### src/rtl/writeback_ctrl.sv
// writeback_ctrl
//
// Sequencing controller for the register-file writeback path and the
// data-cache handshake of the single-issue CPU. ALU instructions write the
// register file in the same cycle with no stall. Loads and stores stall the
// pipeline while the data cache works. A load that writes a register then
// gets exactly one writeback cycle that selects memory read data. A memory
// transaction whose busy-wait lasts too long parks the controller in a
// sticky error state, which only reset clears.
//
// Parameters:
//   TIMEOUT  busy-wait cycles tolerated in MEM_WAIT before ERROR (1..65535)
//   CNT_W    width of STALL_COUNT
//
// Ports:
//   CLK              system clock, rising edge
//   RESET            asynchronous active-low reset
//   INSTR_VALID      decoded instruction present this cycle
//   REG_WRITE        instruction writes a register
//   MEM_READ         load instruction
//   MEM_WRITE        store instruction
//   DEST_REG         destination register index
//   DCACHE_BUSYWAIT  cache busy, request not complete yet
//   CLR_STATS        synchronous clear of STALL_COUNT
//   DCACHE_READ      read request to data cache
//   DCACHE_WRITE     write request to data cache
//   WRITEMUX_SEL     0 = ALU result, 1 = memory read data
//   WRITEENABLE      register-file write enable
//   WRITEREG         register-file write index
//   STALL            hold PC and instruction
//   TIMEOUT_ERR      sticky hung-memory flag
//   STALL_COUNT      saturating count of stalled cycles

module writeback_ctrl #(
  parameter int TIMEOUT = 255,
  parameter int CNT_W   = 16
) (
  input  logic             CLK,
  input  logic             RESET,
  input  logic             INSTR_VALID,
  input  logic             REG_WRITE,
  input  logic             MEM_READ,
  input  logic             MEM_WRITE,
  input  logic [2:0]       DEST_REG,
  input  logic             DCACHE_BUSYWAIT,
  input  logic             CLR_STATS,
  output logic             DCACHE_READ,
  output logic             DCACHE_WRITE,
  output logic             WRITEMUX_SEL,
  output logic             WRITEENABLE,
  output logic [2:0]       WRITEREG,
  output logic             STALL,
  output logic             TIMEOUT_ERR,
  output logic [CNT_W-1:0] STALL_COUNT
);

  typedef enum logic [1:0] {
    IDLE,
    MEM_WAIT,
    WRITEBACK,
    ERROR
  } state_t;

  localparam logic [15:0] TIMEOUT_L = 16'(TIMEOUT);

  state_t           state, next_state;
  logic [15:0]      wait_cnt, next_wait_cnt;
  logic [2:0]       lat_dest;
  logic             lat_read;
  logic             lat_reg_write;
  logic             req_read_q, req_write_q;
  logic             req_read_next, req_write_next;
  logic             accept;
  logic [CNT_W-1:0] stall_count;

  logic             mux_sel_c, write_en_c, stall_c, timeout_err_c;
  logic [2:0]       write_reg_c;

  // Next-state, request strobes and the combinational pipeline controls.
  // Everything defaults to the quiet value so only the state that owns a
  // signal has to mention it.
  always_comb begin
    next_state     = state;
    next_wait_cnt  = wait_cnt;
    req_read_next  = 1'b0;
    req_write_next = 1'b0;
    accept         = 1'b0;
    mux_sel_c      = 1'b0;
    write_en_c     = 1'b0;
    write_reg_c    = 3'd0;
    stall_c        = 1'b0;
    timeout_err_c  = 1'b0;

    case (state)
      IDLE: begin
        if (INSTR_VALID) begin
          if (MEM_READ || MEM_WRITE) begin
            // A load wins when both op bits are set, so a malformed
            // decode never drives both cache strobes.
            stall_c        = 1'b1;
            accept         = 1'b1;
            next_state     = MEM_WAIT;
            next_wait_cnt  = 16'd0;
            req_read_next  = MEM_READ;
            req_write_next = !MEM_READ;
          end else begin
            write_en_c  = REG_WRITE;
            write_reg_c = DEST_REG;
          end
        end
      end

      MEM_WAIT: begin
        stall_c = 1'b1;
        if (!DCACHE_BUSYWAIT) begin
          next_state = (lat_read && lat_reg_write) ? WRITEBACK : IDLE;
        end else begin
          next_wait_cnt = wait_cnt + 16'd1;
          if (next_wait_cnt == TIMEOUT_L) begin
            next_state = ERROR;
          end else begin
            req_read_next  = lat_read;
            req_write_next = !lat_read;
          end
        end
      end

      WRITEBACK: begin
        // The cache keeps read data stable until its next request, so
        // the memory path can be written one cycle after completion.
        mux_sel_c   = 1'b1;
        write_en_c  = 1'b1;
        write_reg_c = lat_dest;
        stall_c     = 1'b1;
        next_state  = IDLE;
      end

      ERROR: begin
        stall_c       = 1'b1;
        timeout_err_c = 1'b1;
      end

      default: next_state = IDLE;
    endcase
  end

  // State, latched instruction fields, registered cache strobes and the
  // stall statistics counter. Clear beats increment on the counter.
  always_ff @(posedge CLK or negedge RESET) begin
    if (!RESET) begin
      state         <= IDLE;
      wait_cnt      <= 16'd0;
      lat_dest      <= 3'd0;
      lat_read      <= 1'b0;
      lat_reg_write <= 1'b0;
      req_read_q    <= 1'b0;
      req_write_q   <= 1'b0;
      stall_count   <= '0;
    end else begin
      state       <= next_state;
      wait_cnt    <= next_wait_cnt;
      req_read_q  <= req_read_next;
      req_write_q <= req_write_next;
      if (accept) begin
        lat_dest      <= DEST_REG;
        lat_read      <= MEM_READ;
        lat_reg_write <= REG_WRITE;
      end
      if (CLR_STATS) begin
        stall_count <= '0;
      end else if (stall_c && (stall_count != '1)) begin
        stall_count <= stall_count + CNT_W'(1);
      end
    end
  end

  // The combinational controls depend on live instruction inputs, so they
  // are masked by reset to keep every output low while reset is held.
  always_comb begin
    DCACHE_READ  = req_read_q;
    DCACHE_WRITE = req_write_q;
    STALL_COUNT  = stall_count;
    WRITEMUX_SEL = mux_sel_c && RESET;
    WRITEENABLE  = write_en_c && RESET;
    WRITEREG     = RESET ? write_reg_c : 3'd0;
    STALL        = stall_c && RESET;
    TIMEOUT_ERR  = timeout_err_c && RESET;
  end

endmodule

### config.mk
export PLATFORM = sky130hd
export DESIGN_NAME = writeback_ctrl
export DESIGN_NICKNAME = d
export VERILOG_FILES = /design/src/rtl/writeback_ctrl.sv
export SDC_FILE = /design/constraint.sdc
export NUM_CORES = 1
export LEC_CHECK = 0
export BUFFER_PORTS_ARGS = -buffer_cell sky130_fd_sc_hd__buf_2
export CAP_MARGIN = 25
export CELL_PAD_IN_SITES_DETAIL_PLACEMENT = 1
export CELL_PAD_IN_SITES_GLOBAL_PLACEMENT = 1
export CORE_UTILIZATION = 43
export CTS_CLUSTER_DIAMETER = 100
export DETAILED_ROUTE_END_ITERATION = 12
export GPL_TIMING_DRIVEN = 0
export MAX_ROUTING_LAYER = met4
export PLACE_DENSITY_LB_ADDON = 0.25
export SLEW_MARGIN = 20
export SYNTH_ARGS = -nofsm -noshare
export SYNTH_HDL_FRONTEND = slang
export SYNTH_SLANG_ARGS = --single-unit
### constraint.sdc
create_clock -name CLK -period 2.7 [get_ports CLK]
set_clock_uncertainty 0.2 [all_clocks]
set_input_delay 0.54 -clock CLK [delete_from_list [all_inputs] [get_ports CLK]]
set_output_delay 0.54 -clock CLK [all_outputs]
set_load 0.02 [all_outputs]
# After elaboration in Yosys (flattened, before gate mapping)
# Cells that the tools add are included.
op_classes:
  add_sub_neg: 2
  n_mux: 35
  reduce_logical: 16
  eq_ne: 9
op_table:
  columns: ["operator", "count"]
  rows:
  - ["16-bit two-way mux", 5]
  - ["16-bit by 1-bit adder with 16-bit output (second input constant)", 2]
  - ["16-bit case mux with 2 select lines", 1]
  - ["16-bit by 8-bit equality test with 1-bit output (second input constant)", 1]
  - ["16-bit inequality test (second input constant)", 1]
  - ["1-bit two-way mux", 15]
  - ["2-bit two-way mux", 5]
  - ["3-bit two-way mux", 3]
  - ["1-bit case mux with 2 select lines", 4]
  - ["4-bit AND reduction", 2]
  - ["1-bit logical AND", 6]
  - ["2-bit inequality test (second input constant)", 3]
  - ["2-bit case mux with 3 select lines", 1]
  - ["3-bit case mux with 2 select lines", 1]
  - ["2-bit equality test (second input constant)", 2]
  - ["2-bit nonzero test", 2]
  - ["3-bit inequality test (second input constant)", 1]
  - ["3-bit nonzero test", 1]
  - ["3-bit OR reduction", 1]
  - ["2-bit by 1-bit equality test with 1-bit output (second input constant)", 1]
  - ["1-bit logical NOT", 2]
  - ["2-bit logical NOT", 1]
  - ["1-bit logical OR", 1]
totals:
  in_bits: 11
  reg_bits: 41
  wordCells: 70
  output_inout_bits: 25

# Logic depth before layout (Yosys ltp)
# Gate-level depths: netlist of run 1.
depth:
  ltp_word: 7
  mapped_depth: 8

# Worst setup path after synthesis of run 1
# Ideal clock, no wire load.
synth_path:
  path_kind: "register to output"
  start: "reg state[0]"
  end: "out WRITEREG[0]"
  setup_slack_ns: 0.431
  n_path_buf: 0
  stages_incl_launch_ff: 7
  t_arrival_ns: 1.529
  path_cell_list: "dfrtp_1 -> inv_1 -> ha_1 -> nand2_1 -> nor3_1 -> a22oi_1 -> nor2b_1"
synth_via:
  elab_chain_len: 3
  elab_cells_between_ends: 4
synth_rtl:
  columns: ["item", "line_no", "source"]
  rows:
  - ["from (decl)", "66", "state_t state, next_state;"]
  - ["from (signal assigned)", "160", "state <= next_state;"]
  - ["2-bit equality test / 2-bit logical NOT (equally long branches)", "94", "case (state)"]
  - ["3-bit case mux with 2 select lines (*)", "94", null]
  - ["3-bit two-way mux (*)", "185", "WRITEREG = RESET ? write_reg_c : 3'd0;"]
  - ["to (decl)", "51", "output logic [2:0] WRITEREG,"]
# Mark *: on every way between the ends. The rest lies on a longest branch, timed or not.

# Final worst setup path of run 1
layout_path:
  start: "reg state[0]"
  end: "out WRITEREG[2]"
# Same word-level chain as after synthesis.

==> results of run 1 <==
flip-flops by register name (all words and copies together) (netlist names):
| signal | count |
|---|---|
| STALL_COUNT | 16 |
| wait_cnt | 16 |
| lat_dest | 3 |
| state | 2 |
| DCACHE_READ | 1 |
| DCACHE_WRITE | 1 |
| lat_read | 1 |
| lat_reg_write | 1 |
worst min path at each step:
| stage | start | endpoint | slack, ps | cells after the start |
|---|---|---|---|---|
| floorplan | RESET | DCACHE_READ | 40 | 0 |
| global placement | lat_dest[1] | lat_dest[1] | 290 | 1 |
| detailed placement | lat_reg_write | lat_reg_write | 300 | 1 |
| CTS | RESET | STALL_COUNT[7] | 240 | 1 |
| global route | RESET | STALL_COUNT[6] | 80 | 1 |
| finish | RESET | STALL_COUNT[4] | 40 | 1 |
metal layers:
metal | share of wire | up-vias
li1 | - | 1042
met1 | 0.45 | 1063
met2 | 0.51 | 35
met3 | 0.029 | 6
met4 | 0.012 | 0
met5 | 0 | -
power breakdown:
group          total (W)  internal (W)  switching (W)
clock           0.000400      0.000179       0.000220
sequential      0.000623      0.000617     0.00000604
combinational  0.0000528     0.0000161      0.0000367
total            0.00108      0.000812       0.000263
cell usage after synthesis (2+ instances only):
cell,instances,area share
xor2_1,8,0.029
and3_1,6,0.016
nor2b_1,5,0.013
and2_1,6,0.016
dfrtp_1,41,0.43
nand3_1,15,0.032
o211ai_1,3,0.0095
o21ai_0,24,0.051
nor2_1,27,0.043
and4_1,3,0.011
nand2b_1,4,0.011
a21oi_1,12,0.025
a21boi_0,2,0.0063
mux2_2,4,0.019
a22oi_1,3,0.0095
a31oi_1,3,0.0079
inv_1,7,0.011
nor3_1,4,0.0084
nand2_1,18,0.028
clkbuf_1,9,0.014
nand4_1,11,0.029
ha_1,8,0.042
o2111ai_1,2,0.0074
o31ai_1,7,0.022
or3_1,2,0.0053
nor3b_1,2,0.0063
xnor2_1,7,0.026
o41ai_1,2,0.0074
cells by family after synthesis:
kind of cell               count (synthesis)
muxes                                      5
adders and majority gates                  8
and+or+nand+nor                          110
buffers and inverters                     18
xor gates and xnor gates                  15
AOI/OAI and AO/OA                         66
DFF                                       41
area by class of cell:
type                            count  area (µm²)  area share
Multi-Input combinational cell    204        1305      0.4754
Inverter                            7       26.28    0.009572
Clock buffer                        6       72.57     0.02644
Buffer                             11       45.04     0.01641
Tap cell                           70       87.58     0.03191
Sequential cell                    41        1026      0.3737
Clock inverter                      2       10.01    0.003646
Timing Repair Buffer               34       172.7     0.06290
per-stage QoR:
stage                power, W  std cells  hold WS, ps
floorplan           0.0006545        263        44.41
global placement    0.0006866        367        288.1
detailed placement  0.0006883        367        298.9
CTS                  0.001091        375        244.6
global route         0.001118        375        75.95
finish               0.001076        375        41.61
what timing repair did:
action | in CTS | in global routing
pin swaps | 0 | 0
resized for setup | 1 | 3
setup endpoints to repair | 4 | 4
hold buffers | 0 | 0
==> results.md, run 1 <==
* Synth Area in Compound Gates at 0.1762
* Delay of the slowest cell on the worst path at a little over 400 ps
* # setup viols final at 0
* Largest family of logic cells by synthesized area: simple AND/OR/NAND/NOR gates
* Ant diodes at 0
* Final Util at 0.5274
* CTS clk-pin slew, worst paths at 80 ps
* CTS Buf Count at 5
* Post-route DRC violation count at 0
* Asr flop ratio synth at 1.000
* Grt total ovfl at 0
* Routing usage on met3 at 0.03952
* WP depth at 7
* Register area share after synthesis at 0.4314
* Netlist cell types at between 40 and 50
* Post-Syn Area per Cell at approximately 9 µm²
* DR vias/cell at 5.723
* CTS root buf: clkbuf_8
* #FFs+latches synth at slightly above 40
* Flop2flop setup slack at 260 ps
* Mapped Cells at 263
* Final worst path period need at ~2500 ps
* Status: complete, no violations
* Share of cells above drive strength 1 at 0.1705
* Met1 GRT Util at 0.2599
* Post-DP HPWL at approximately 4100 µm
* Antenna violations before repair at 0
* Simple-Gate Fraction of Synth Area at 0.2420
* Most frequent cells in the layout: 41 x dfrtp_1, 33 x buf_2, 27 x nor2_1, 24 x o21ai_0, 18 x nand2_1
* Syn nets at 282
* FF-to-FF Start: STALL_COUNT[0]
* Setup TNS Final at 0 ps
* Die W at about 76 µm
* Final Hold Viols at 0
* First-pass DRT Iterations at 4
* Clock Tree Buf Depth at 2
* Final WL at 5845 µm
* Worst r2r dst: STALL_COUNT[15]
* Largest net degree at the start of global routing at around 50
* Synthesized area at between 2000 and 2500 µm²
* Placed Area at between 2000 and 3000 µm²
* Synth Area in XOR/XNOR at 0.05523
* Die area at 5833 µm²
* Syn. warnings at 0
* First-pass GRT wire length at 9949 µm
* Final ANT Viol Nets at 0
* EDFF count, synth at 0
* Initial detailed-routing violation count at between 60 and 70
* Post-CTS Setup Inserts at 0
* Max-Cap Viols at 0
* Worst Setup Start Kind: register
* Post-synthesis adder-cell area fraction at 0.04208
* Core area at ~5200 µm²
* Worst slew pin tran at 771.3 ps
* Worst path cell trace: inv_1, ha_4, nand2_1, nor3_4, a22oi_1, nor2b_1, buf_2
* M2 GR Usage at 0.3784
* Delay-heaviest family, CP: simple AND/OR/NAND/NOR gates
* Kind of critical path: reg2out
* Fill cell count at 641
* Pleak at about 1.2 nW
* Reg2Reg Depth at 7
* CTS tree: built
* Dpl ws at 158.5 ps
* Worst setup path start: state[0]
* H-tree levels at 2
* RePlAce Congestion at about 0.84
* I/O pins at 36
* Most common cell after layout, fill and taps aside: dfrtp_1
* Fin. max-slew vios at 0
* Fin crit share at 0.9393
* DR vias at about 2,100
* Peak VDD IR at ~260 µV
* RSZ-0062 raised after global routing: no
* Critical Path RT at 1960 ps
* CP endpoint: WRITEREG[2]
* Vias in the first global route at 2,099
* Cell row count at 26
* Fin area at 2745 µm²
* Die Y at between 70 and 80 µm
* Post-synthesis mux area share at 0.02315
* Critical path buffer and inverter count at 2
* Final net count at around 320
* Data arrival, critical path at approximately 1800 ps
* Starting density of the core at 0.4570
* CP max stage cell: dfrtp_1
* Routed len/inst at ~16 µm
* CTS Sinks at between 40 and 50
* GR Util All Layers at 0.2189
* Area Growth Syn to Fin at 15.41%
* Worst setup EP type: primary output
* Input/output buffers at 34
* Power Dens Cells at 391.9 nW/µm²
* Crit path max fanout at 7
* PnR worst setup slack at roughly 160 ps
* Ys flop type: dfrtp_1
* Skew-Pair Late Insertion Delay at 300 ps
* Gr busiest metal: met2
* Slew headroom at 0.4814
* Maximum clock rate at 394.3 MHz
* Worst Hold Class: in2async
Power figures use the tool's default switching activity.
==> run 2: changes to the inputs <==
--- a/config.mk
+++ b/config.mk
@@ -10,4 +10,5 @@
 export CELL_PAD_IN_SITES_DETAIL_PLACEMENT = 1
 export CELL_PAD_IN_SITES_GLOBAL_PLACEMENT = 1
+export CORE_MARGIN = 8
 export CORE_UTILIZATION = 43
 export CTS_CLUSTER_DIAMETER = 100
==> constraint.sdc (replaced) <==
create_clock -name CLK -period 2.7 [get_ports CLK]
set_clock_uncertainty 0.2 [all_clocks]
set_input_delay 0.54 -clock CLK [delete_from_list [all_inputs] [get_ports CLK]]
set_output_delay 0.54 -clock CLK [all_outputs]
set_load 0.05 [all_outputs]
==> run 2 against run 1 <==
  * Non-clock buffer count unchanged
  * Via count increased by 0.89%
  * Total power increased by 13%
  * Count of clock-buffer cells in the layout increased by 1
  * Die area increased by 40%
  * Flip-flop and latch count unchanged
  * Largest cell class unchanged
==> results.md, run 2 (synthesis results as in run 1) <==
* Status: complete, no violations
* Peak VDD IR at 282.1 µV (+7.6%)
* Antenna violations before repair at 0 (unchanged)
* Slew headroom at 0.5099 (+0.02850)
* Cell row count at 27 (+3.8%)
* RSZ-0062 raised after global routing: no
* CTS tree: built
* Overall Power at 0.001212 W (+13%)
* Placed Area at 2639 µm² (about the same)
* CP max stage cell: dfrtp_1
* Area Growth Syn to Fin at 17.25%
* DR vias at 2,165 (+0.89%)
* Most common cell after layout, fill and taps aside: dfrtp_1
* Sequential cell fraction of total power at 0.514 (-0.065)
* I/O pins at 36 (unchanged)
* Final worst path period need at 2548 ps (+11.84 ps)
* Die area at 8168 µm² (+40%)
* Psw at 0.0002767 W (+5.1%)
* CTS Buf Count at 5 (unchanged)
* Kind of critical path: reg2out
* First-pass DRT Iterations at 4 (unchanged)
* H-tree levels at 2 (unchanged)
* Fin area at 2789 µm² (+1.6%)
* Crit path max fanout at 7 (unchanged)
* Data arrival, critical path at 1810 ps (about the same)
* Share of cells above drive strength 1 at 0.1738 (+0.003279)
* Gr busiest metal: met2
* Worst Hold Class: in2async
* Flop2flop setup slack at 200 ps (-60 ps)
* Worst setup EP type: primary output
* Post-CTS Setup Inserts at 0 (unchanged)
* Starting density of the core at 0.4373 (-0.01966)
* Vias in the first global route at 2,190 (+4.3%)
* Initial detailed-routing violation count at 68 (+4.6%)
* Critical path buffer and inverter count at 2 (unchanged)
* Post-DP HPWL at 4291 µm (+3.5%)
* Die W at 90.38 µm (+18%)
* Worst path cell trace: inv_1, ha_4, nand2_1, nor3_4, a21oi_1, nor2b_1, buf_2
* Die Y at 90.38 µm (+18%)
* Input/output buffers at 34 (unchanged)
* Cell Int Power at 0.0009350 W (+15%)
* Fin crit share at 0.9437 (+0.004385)
* Core area at 5439 µm² (+4.5%)
* Post_cts resized at 4 (+3)
* Met1 GRT Util at 0.1887 (-0.07125)
* Final net count at 323 (unchanged)
* CTS clk-pin slew, worst paths at 80 ps (about the same)
* Fin. max-slew vios at 0 (unchanged)
* Routing usage on met3 at 0.03824 (-0.001283)
* First-pass GRT wire length at 10,570 µm (+6.2%)
* Hold buffers post-CTS at 0 (unchanged)
* Worst slew pin tran at 728.9 ps (-42.39 ps)
* Reg2Reg Depth at 8 (+1)
* M2 GR Usage at 0.2540 (-0.1244)
* Post-route DRC violation count at 0 (unchanged)
* RePlAce Congestion at 0.8148 (-2.7%)
* Max-Cap Viols at 0 (unchanged)
* Most frequent cells in the layout: 41 x dfrtp_1, 30 x buf_2, 27 x nor2_1, 24 x o21ai_0, 18 x nand2_1
* Maximum clock rate at 392.5 MHz (-0.46%)
* Largest net degree at the start of global routing at 49 (unchanged)
* Skew-Pair Late Insertion Delay at 290 ps (about the same)
* Delay of the slowest cell on the worst path at 410 ps (about the same)
* Final ANT Viol Nets at 0 (unchanged)
* Pleak at 1.221 nW (+0.82%)
* Final WL at 6011 µm (+2.8%)
* # setup viols final at 0 (unchanged)
* Critical Path RT at 1960 ps (about the same)
* Comb pwr share at 0.055 (+0.006)
* Clock share of power at 0.431 (+0.059)
* Setup TNS Final at 0 ps (unchanged)
* Worst Setup Start Kind: register
* Clock Tree Buf Depth at 2 (unchanged)
* GR Util All Layers at 0.1560 (-0.06294)
* Ant diodes at 0 (unchanged)
* Switching fraction of total power at 0.2284 (-0.01632)
* CTS root buf: clkbuf_8
* DR vias/cell at 5.743 (+0.35%)
* Delay-heaviest family, CP: buffers and inverters
* Final Hold Viols at 0 (unchanged)
* Grt total ovfl at 0 (unchanged)
* Routed len/inst at 15.94 µm (+2.3%)
* Power Dens Cells at 434.5 nW/µm² (+11%)
* WP depth at 7 (unchanged)
* CTS Sinks at 41 (unchanged)
## run 2: cell count changes in the layout (fill, tap and decap cells not counted)
cell and delta:
clkinv_2 -2, buf_4 +2, inv_1 -1, bufinv_16 +1
inv_2 +1, clkbuf_8 +1, clkbuf_4 +1, buf_2 -3
## run 2: final timing paths
kind                              from        endpoint
min                              RESET  STALL_COUNT[5]
max reg2reg                   state[1]    wait_cnt[14]
max in group asynchronous        RESET     wait_cnt[3]
min in group CLK           DEST_REG[0]     lat_dest[0]
max                           state[1]     WRITEENABLE
min reg2reg                lat_dest[0]     lat_dest[0]
## run 2: area by class of cell
type	instances	area, µm²
buffer	11	45.04
clock buffer	7	86.33
clock inverter	1	30.03
fill	654	2650
inverter	7	26.28
multi-input combinational	204	1305
sequential	41	1026
tap	72	90.09
timing repair buffer	34	180.2
## run 2: through the flow
stage | hold WS, ps | setup slack [ps] | cells | util
2_1_floorplan | 44.41 | 46.09 | 263 | -
3_3_place_gp | 287.4 | 73.54 | 369 | 0.4852
3_5_place_dp | 298.7 | 74.62 | 369 | 0.4852
4_1_cts | 258.5 | 0.4894 | 377 | 0.5089
5_1_grt | 87.52 | 7.289 | 377 | 0.5128
6_report | 44.47 | 152.0 | 377 | 0.5128
## run 2: routing by layer
metal | share of wire | wire (µm)
met5 | 0 | 0
met3 | 0.046 | 276
met2 | 0.49 | 2955
met1 | 0.45 | 2724
met4 | 0.0091 | 55
## run 2: power groups by stage
| stage | Combinational, W | Clock (W) | Sequential (W) |
|---|---|---|---|
| 2_1_floorplan | 0.0000197 | 0 | 0.000647 |
| 3_3_place_gp | 0.0000651 | 0 | 0.000635 |
| 3_5_place_dp | 0.0000667 | 0 | 0.000635 |
| 4_1_cts | 0.0000671 | 0.000537 | 0.000623 |
| 5_1_grt | 0.0000739 | 0.000567 | 0.000624 |
| 6_report | 0.0000663 | 0.000523 | 0.000623 |
==> run 3: changes to the inputs <==
==> constraint.sdc (replaced) <==
create_clock -name CLK -period 2.7 [get_ports CLK]
set_clock_uncertainty 0.2 [all_clocks]
set_input_delay 0.54 -clock CLK [delete_from_list [all_inputs] [get_ports CLK]]
set_output_delay 0.54 -clock CLK [all_outputs]
set_load 0.1 [all_outputs]
==> run 3 against run 2 <==
  * Combinational power rose by 31%
  * Wire length fell by 0.23%
  * Fmax fell by 0.41%
  * Sequential power barely moved
  * Non-clock buffer count did not move
  * Total power rose by 2.5%
  * Final cell count did not move
  * Clock power rose by 2%
  * Critical path type unchanged
==> results.md, run 3 (synthesis results as in run 1) <==
* Status: complete, no violations
* Largest net degree at the start of global routing at 49 (unchanged)
* DR vias/cell at 5.594 (-2.6%)
* Clock share of power at 0.428 (-0.003)
* Worst Setup Start Kind: register
* Worst r2r dst: state[0]
* CTS root buf: clkbuf_8
* Cell row count at 27 (unchanged)
* Ant diodes at 0 (unchanged)
* Fin crit share at 0.9475 (+0.003844)
* CTS clk-pin slew, worst paths at 80 ps (about the same)
* First-pass GRT wire length at 10,740 µm (+1.6%)
* Reg2Reg Depth at 7 (-1)
* Kind of critical path: reg2out
* Cell Int Power at 0.0009355 W (about the same)
* H-tree levels at 2 (unchanged)
* CTS tree: built
* Die W at 90.38 µm (unchanged)
* Starting density of the core at 0.4373 (unchanged)
* Psw at 0.0003061 W (+11%)
* Sequential cell fraction of total power at 0.502 (-0.012)
* Metal2 WL at 3007 µm (+1.8%)
* Register area at 1028 µm² (+0.24%)
* RePlAce Congestion at 0.8503 (+4.4%)
* Most frequent cells in the layout: 39 x dfrtp_1, 29 x buf_2, 27 x nor2_1, 24 x o21ai_0, 18 x nand2_1
* Hold buffers post-CTS at 0 (unchanged)
* Die area at 8168 µm² (unchanged)
* Die Y at 90.38 µm (unchanged)
* Flop2flop setup slack at 290 ps (+90 ps)
* Peak VDD IR at 227.1 µV (-19%)
* DR vias at 2,109 (-2.6%)
* Core area at 5439 µm² (unchanged)
* Data arrival, critical path at 1820 ps (about the same)
* Multi-input logic area at 1330 µm² (+1.9%)
* Initial detailed-routing violation count at 37 (-46%)
* Antenna violations before repair at 0 (unchanged)
* Crit path max fanout at 7 (unchanged)
* Slew headroom at 0.5264 (+0.01651)
* # setup viols final at 0 (unchanged)
* Placed Area at 2666 µm² (+1.0%)
* First-pass DRT Iterations at 4 (unchanged)
* Final WL at 5997 µm (-0.23%)
* Fin. max-slew vios at 0 (unchanged)
* RSZ-0062 raised after global routing: no
* Skew-Pair Late Insertion Delay at 300 ps (about the same)
* Pleak at 1.235 nW (+1.1%)
* Metal-1 WL at 2707 µm (-0.62%)
* Final Hold Viols at 0 (unchanged)
* Worst slew pin tran at 704.3 ps (-24.55 ps)
* Area Growth Syn to Fin at 19.62%
* Final worst path period need at 2558 ps (+10.38 ps)
* Post-route DRC violation count at 0 (unchanged)
* Met3 Wirelength at 180 µm (-35%)
* Power Dens Cells at 436.4 nW/µm² (+0.44%)
* Post-DP HPWL at 4344 µm (+1.2%)
* Final net count at 323 (unchanged)
* Final ANT Viol Nets at 0 (unchanged)
* I/O pins at 36 (unchanged)
* Critical Path RT at 1960 ps (about the same)
* Top sig layer: met4
* Routed len/inst at 15.91 µm (-0.23%)
* Worst Hold Class: in2async
* Maximum clock rate at 390.9 MHz (-0.41%)
* Clock Tree Buf Depth at 2 (unchanged)
* CTS Buf Count at 5 (unchanged)
* Worst setup EP type: primary output
* GR Util All Layers at 0.1616 (+0.005578)
* Grt total ovfl at 0 (unchanged)
* Share of cells above drive strength 1 at 0.2000 (+0.02623)
* FF-to-FF Start: wait_cnt[0]
* Vias in the first global route at 2,235 (+2.1%)
* Max-Cap Viols at 0 (unchanged)
* Comb pwr share at 0.070 (+0.015)
* Input/output buffers at 34 (unchanged)
* Most common cell after layout, fill and taps aside: dfrtp_1
* CTS Sinks at 41 (unchanged)
* Final Util at 0.5231 (+0.01035)
* Fill cell count at 647 (-1.1%)
* Switching fraction of total power at 0.2465 (+0.01819)
* Fin area at 2845 µm² (+2.0%)
==> run 3: cell type report <==
type,instances,share of cell area
clock buffers,6,0.02902
multi-input cells,204,0.4675
well taps,72,0.03166
inverters,7,0.009235
flip-flops and latches,41,0.3615
repair buffers,34,0.07212
plain buffers,11,0.01583
clock inverters,2,0.01319
==> run 3: power by group through the flow <==
| stage | clock, W | combinational (W) | sequential [W] |
|---|---|---|---|
| 3_3_place_gp | 0 | 0.0000861 | 0.000635 |
| 6_report | 0.000531 | 0.0000871 | 0.000623 |
| 5_1_grt | 0.000568 | 0.0000942 | 0.000625 |
| 4_1_cts | 0.000548 | 0.0000888 | 0.000623 |
| 3_5_place_dp | 0 | 0.0000878 | 0.000636 |
| 2_1_floorplan | 0 | 0.0000267 | 0.000661 |
==> run 3: how the worst max path moves through the flow <==
stage | from | to | slack [ps] | cells after the start
final | state[0] | WRITEREG[0] | 140 | 7
after global routing | state[0] | WRITEREG[0] | 10 | 7
after detailed placement | RESET | WRITEREG[2] | -150 | 3
after floorplan | state[0] | WRITEREG[0] | -80 | 6
after global placement | RESET | WRITEREG[2] | -140 | 3
after CTS | state[0] | WRITEREG[2] | 4 | 7
==> run 3: layer usage <==
layer,track usage,vias up
li1,-,1036
met2,0.2724,27
met3,0.03824,10
met1,0.1827,1036
met5,-,-
met4,0.05825,0
==> run 3: through the flow <==
step,std cells,hold WS [ps],setup TNS (ps),worst slack [ps],total power [W]
finish,377,37.07,0,141.6,0.001242
global route,377,84.97,0,14.46,0.001287
CTS,377,46.69,0,3.559,0.001260
detailed placement,369,299.6,-864.5,-153.5,0.0007234
global placement,369,288.4,-780.3,-140.9,0.0007213
floorplan,263,44.41,-81.24,-81.24,0.0006879
==> run 3: critical path, stage by stage (launching register included) <==
cell and delay (ps):
dfrtp_1 430, inv_2 130, ha_4 180, nand2_1 90
nor3_4 180, a22oi_1 120, nor2b_2 170, buf_8 210
==> run 3: repair_timing <==
item	in CTS	in global routing
pin swaps	0	0
resized for setup	12	5
setup endpoints to repair	7	4
setup buffers	0	0
